--- src/rtl/rca_multiword_seq_pkg.sv ---
// rtl/rca_multiword_seq_pkg.sv - shared state encodings and sizing helper for the multi-word adder
package rca_multiword_seq_pkg;

  localparam logic [1:0] ST_IDLE = 2'd0;
  localparam logic [1:0] ST_ADD  = 2'd1;
  localparam logic [1:0] ST_DONE = 2'd2;

  // Index width for a word counter; never narrower than one bit so WORDS=1 still has a counter.
  function automatic int clog2_min1(input int value);
    int r;
    r = 0;
    while ((1 << r) < value) r++;
    if (r < 1) r = 1;
    return r;
  endfunction

endpackage

--- src/rtl/rca_nbit.sv ---
// rtl/rca_nbit.sv - combinational N-bit ripple-carry word adder
module rca_nbit #(
  parameter int N = 4
) (
  input  logic [N-1:0] num1_in,
  input  logic [N-1:0] num2_in,
  input  logic         cin,
  output logic [N-1:0] sum_out,
  output logic         carry_out
);

  logic [N:0] c;

  assign c[0] = cin;

  for (genvar i = 0; i < N; i++) begin : g_fa
    assign sum_out[i] = num1_in[i] ^ num2_in[i] ^ c[i];
    assign c[i+1]     = (num1_in[i] & num2_in[i]) | (c[i] & (num1_in[i] ^ num2_in[i]));
  end

  assign carry_out = c[N];

endmodule

--- src/rtl/rca_multiword_seq.sv ---
// rtl/rca_multiword_seq.sv - sequential LSW-first multi-word adder built around one rca_nbit stage
module rca_multiword_seq
  import rca_multiword_seq_pkg::*;
#(
  parameter int N     = 4,
  parameter int WORDS = 4
) (
  input  logic               clk,
  input  logic               rst_n,
  input  logic               start_in,
  input  logic [N*WORDS-1:0] num1_in,
  input  logic [N*WORDS-1:0] num2_in,
  input  logic               cin,
  output logic               busy_out,
  output logic               done_out,
  output logic [N*WORDS-1:0] sum_out,
  output logic               carry_out
);

  localparam int WT = N * WORDS;
  localparam int IW = clog2_min1(WORDS);
  localparam logic [IW-1:0] LAST_IDX = IW'(WORDS - 1);

  logic [1:0]    state;
  logic [IW-1:0] idx;
  logic [WT-1:0] a_r;
  logic [WT-1:0] b_r;
  logic          carry_r;
  logic [N-1:0]  psum [WORDS];
  logic [WT-1:0] sum_r;
  logic          carry_out_r;

  logic [N-1:0]  a_words [WORDS];
  logic [N-1:0]  b_words [WORDS];
  logic [N-1:0]  word_sum;
  logic          word_carry;
  logic [WT-1:0] full_sum;
  logic          accept;

  for (genvar w = 0; w < WORDS; w++) begin : g_words
    assign a_words[w] = a_r[w*N +: N];
    assign b_words[w] = b_r[w*N +: N];
  end

  rca_nbit #(.N(N)) u_rca (
    .num1_in   (a_words[idx]),
    .num2_in   (b_words[idx]),
    .cin       (carry_r),
    .sum_out   (word_sum),
    .carry_out (word_carry)
  );

  // On the final ADD cycle the top word comes straight from the adder; lower words are already in psum.
  always_comb begin
    full_sum = '0;
    for (int w = 0; w < WORDS; w++) begin
      if (w == WORDS - 1) full_sum[w*N +: N] = word_sum;
      else                full_sum[w*N +: N] = psum[w];
    end
  end

  assign accept = start_in && ((state == ST_IDLE) || (state == ST_DONE));

  always_ff @(posedge clk) begin
    if (!rst_n) begin
      state       <= ST_IDLE;
      idx         <= '0;
      a_r         <= '0;
      b_r         <= '0;
      carry_r     <= 1'b0;
      sum_r       <= '0;
      carry_out_r <= 1'b0;
      for (int w = 0; w < WORDS; w++) psum[w] <= '0;
    end else begin
      case (state)
        ST_ADD: begin
          psum[idx] <= word_sum;
          carry_r   <= word_carry;
          idx       <= idx + 1'b1;
          if (idx == LAST_IDX) begin
            state       <= ST_DONE;
            idx         <= '0;
            sum_r       <= full_sum;
            carry_out_r <= word_carry;
          end
        end
        ST_IDLE, ST_DONE: begin
          if (accept) begin
            state   <= ST_ADD;
            idx     <= '0;
            a_r     <= num1_in;
            b_r     <= num2_in;
            carry_r <= cin;
          end else begin
            state <= ST_IDLE;
          end
        end
        default: state <= ST_IDLE;
      endcase
    end
  end

  assign busy_out  = (state == ST_ADD);
  assign done_out  = (state == ST_DONE);
  assign sum_out   = sum_r;
  assign carry_out = carry_out_r;

endmodule

--- config.mk ---
export PLATFORM = sky130hd
export DESIGN_NAME = rca_multiword_seq
export DESIGN_NICKNAME = d
export VERILOG_FILES = /design/src/rtl/rca_multiword_seq_pkg.sv /design/src/rtl/rca_nbit.sv /design/src/rtl/rca_multiword_seq.sv
export SDC_FILE = /design/constraint.sdc
export NUM_CORES = 1
export LEC_CHECK = 0
export CAP_MARGIN = 40
export CELL_PAD_IN_SITES_DETAIL_PLACEMENT = 1
export CELL_PAD_IN_SITES_GLOBAL_PLACEMENT = 1
export CORE_MARGIN = 2
export CORE_UTILIZATION = 35
export CTS_CLUSTER_DIAMETER = 30
export DETAILED_ROUTE_END_ITERATION = 7
export PLACE_DENSITY = 0.8
export SLEW_MARGIN = 20
export SYNTH_ARGS = -nofsm -noshare
export SYNTH_HDL_FRONTEND = slang
export SYNTH_SLANG_ARGS = --single-unit
--- constraint.sdc ---
create_clock -name clk -period 3 [get_ports clk]
set_clock_uncertainty 0.15 [all_clocks]
set_input_delay 0.75 -clock clk [delete_from_list [all_inputs] [get_ports clk]]
set_output_delay 0.75 -clock clk [all_outputs]
set_load 0.01 [all_outputs]
==> flow_summary.yaml <==
status:
  outcome: "complete, no violations"
floorplan:
  die_y_um: 93.4
  start_util_pct: 36.2
  die_area_um2: 8720
  pin_count: 55
  core_area_um2: 7730
  die_w_um: 93.4
  num_rows: 32
setup_path:
  crit_family: "adder cells"
  crit_arrival_ns: 2.97
  crit_top_cell: "fa_2"
  cp_cell_sequence: "mux4_2, inv_2, fa_1, inv_1, fa_2, fa_2, inv_1, fa_2, nand2_1, o211a_1"
  worstPathMaxFanout: 4
  slowest_stage: "mux4_2"
  cp-start-kind: "flip-flop"
  crit_type: "reg2reg"
  max_stage_delay_ns: 0.51
  critPathCaptureType: "flip-flop"
  required_ns: 3.13
  path_buf_inv: 3
logic_synthesis:
  ys_seq_area_share_pct: 51.5
  synth-edff-count: 12
  synth_nets: 333
  synth_area_um2: 2800
  synth.largest_area_cell: "dfxtp_1"
  yosys-top-cells-count: "nand2_1 (86), dfxtp_1 (54), a21boi_1 (30), o21ai_0 (16), nand3_1 (15)"
  ys.flop_type: "dfxtp_1"
  yosysMostFrequentCell: "nand2_1"
  synth-seq-cells: 66
  synth_area_leaders: "dfxtp_1 (39%), edfxtp_1 (13%), nand2_1 (12%)"
  avgSynthCellArea_um2: 9.58
  syn_inst: 292
  yosysWarnings: 0
  synth_top_cell_area_share_pct: 38.6
  yosysUniqueCellTypes: 30
  synthArstFlopShare_pct: 0
route:
  drt-vias-per-instance: 4.81
  route.detailed.drc: 0
  dr.pass1.iters: 4
  vias: 2164
  wl_per_cell_um: 14.2
  routed_wl_mm: 6.40
  ant_nets: 0
  drt_iter0_drc: 90
placement:
  place_area_um2: 3400
  dp_worst_setup_slack_ns: 0.0478
  port_buffers: 54
  dp.cells: 434
  gp_congestion: 0.809
  post-dp-hpwl_mm: 4.70
global_routing:
  grt_max_degree: 53
  globalRouteOverflowTotal: 0
  grt_pass1_vias: 2271
  grt_antenna_before_repair: 0
  track_usage_pct: 16.3
  grt_first_pass_wirelength_mm: 11.0
cells_and_area:
  drive_gt1_share_pct: 11.8
  fin_nets: 384
  finalNonFillerCells: 450
  nFillCells: 871
  diodes: 0
  final_area_um2: 3640
  area_growth_pct: 30.2
sta:
  fin_crit_ns: 2.83
  max_slew_margin_pct: 70.0
  rsz0062_at_grt: "false"
  fmax_mhz: 353
  holdWs_ns: 0.307
  setup-tns-final_ns: 0
  setup_slack_ns: 0.166
  final_hold_viol_count: 0
  setup_violations: 0
  worstMarginPinSlew_ns: 0.450
  final_min_period_over_clock_period_pct: 94.5
  slew_violations: 0
clock_network:
  insertion_delay_ns: 0.33
  cts_setup_buffers: 0
  clkSinkCount: 66
  cts_tree: "done"
  clockRootBuffer: "clkbuf_8"
  cts-buffers-inserted: 9
  htreeDepth: 3
  clk_pin_slew_ns: 0.08
  cts_buffer_depth: 2
power_and_ir_drop:
  worst_ir_drop_vdd_v: 0.000213
  p_per_area_nw_per_um2: 554
  leakagePower_nw: 1.37
job:
  max_cap_viol_count: 0
hold_path:
  hp-class: "reg2reg"
-- cell usage in the layout (no fill, tap or decap), types with 2 or more instances in the layout --
cell type | Yosys | final
nand2_1 | 86 | 86
clkdlybuf4s50_1 | 0 | 53
dfxtp_1 | 54 | 52
a21boi_1 | 30 | 30
o21ai_0 | 16 | 16
nand3_1 | 15 | 15
nor2_1 | 12 | 12
edfxtp_1 | 12 | 12
inv_1 | 10 | 9
clkbuf_8 | 0 | 9
mux4_2 | 8 | 8
buf_4 | 6 | 6
o211a_1 | 3 | 3
fa_2 | 0 | 3
nand2b_1 | 2 | 2
nor2b_1 | 3 | 2
nor3b_1 | 2 | 2
and2_1 | 2 | 2
mux2i_1 | 2 | 2
a21boi_0 | 2 | 2
bufinv_16 | 0 | 2
clkinv_4 | 0 | 2
inv_6 | 0 | 2
dfxtp_2 | 0 | 2
buf_6 | 1 | 2
-- state kept, by name, summed over array words and instances, names as in the netlist --
| name | count |
|---|---|
| carry_out | 1 |
| idx | 2 |
| b_r | 16 |
| sum_out | 16 |
| carry_r | 1 |
| a_r | 16 |
| psum | 12 |
| state | 2 |
-- worst register-to-register path, cell delays in order (launching register included) --
cell,delay [ns]
dfxtp_2,0.35
mux4_2,0.51
inv_2,0.08
fa_1,0.17
inv_1,0.06
fa_2,0.34
fa_2,0.34
inv_1,0.08
fa_2,0.47
nand2_1,0.09
o211a_1,0.14
-- routing by layer --
| metal | global-route usage (%) | vias to the layer above | part of all wire, % |
|---|---|---|---|
| met2 | 27.6 | 54 | 51 |
| met3 | 3.79 | 11 | 3.9 |
| met5 | 0 | - | 0 |
| met4 | 7.60 | 0 | 1.8 |
| met1 | 19.5 | 1020 | 43 |
| li1 | - | 1079 | - |
-- what timing repair did --
| item | in CTS | in global routing |
|---|---|---|
| hold buffers | 0 | 0 |
| gates resized for setup | 0 | 8 |
| endpoints found under the hold margin | 0 | 0 |
| endpoints found under the setup margin | 0 | 4 |
-- cell families after synthesis --
kind of cell	share of synthesized area, %
compound gates	13.2
simple gates	19.1
flops	51.5
fa+ha+maj	3.31
buf+inv	5.72
mux	7.16
-- power by group --
group          switching (W)  internal (W)  total, W
Clock               0.000363      0.000475  0.000838
Combinational       0.000108      0.000109  0.000217
Sequential         0.0000239      0.000940  0.000964
Total               0.000495       0.00152   0.00202
-- final timing paths --
kind | start | to | cells after the start | slack, ns
max | idx[1] | sum_out[15] | 10 | 0.17
min | b_r[14] | b_r[14] | 2 | 0.31
max reg2reg | idx[1] | sum_out[15] | 10 | 0.17
min reg2reg | b_r[14] | b_r[14] | 2 | 0.31
-- stage by stage --
step	util (%)	total power (W)
2_1_floorplan	-	0.00111
3_3_place_gp	44.0	0.00119
3_5_place_dp	44.0	0.00120
4_1_cts	46.9	0.00203
5_1_grt	47.1	0.00211
6_report	47.1	0.00202
-- layout make-up --
| class | instances | area (µm²) | share of cell area [%] |
|---|---|---|---|
| clock inverters | 7 | 100 | 2.75 |
| flip-flops and latches | 66 | 1440 | 39.6 |
| clock buffers | 9 | 124 | 3.40 |
| repair buffers | 62 | 603 | 16.6 |
| well taps | 102 | 128 | 3.50 |
| inverters | 10 | 37.5 | 1.03 |
| multi-input cells | 194 | 1210 | 33.1 |
(Power assumes the default switching activity.)
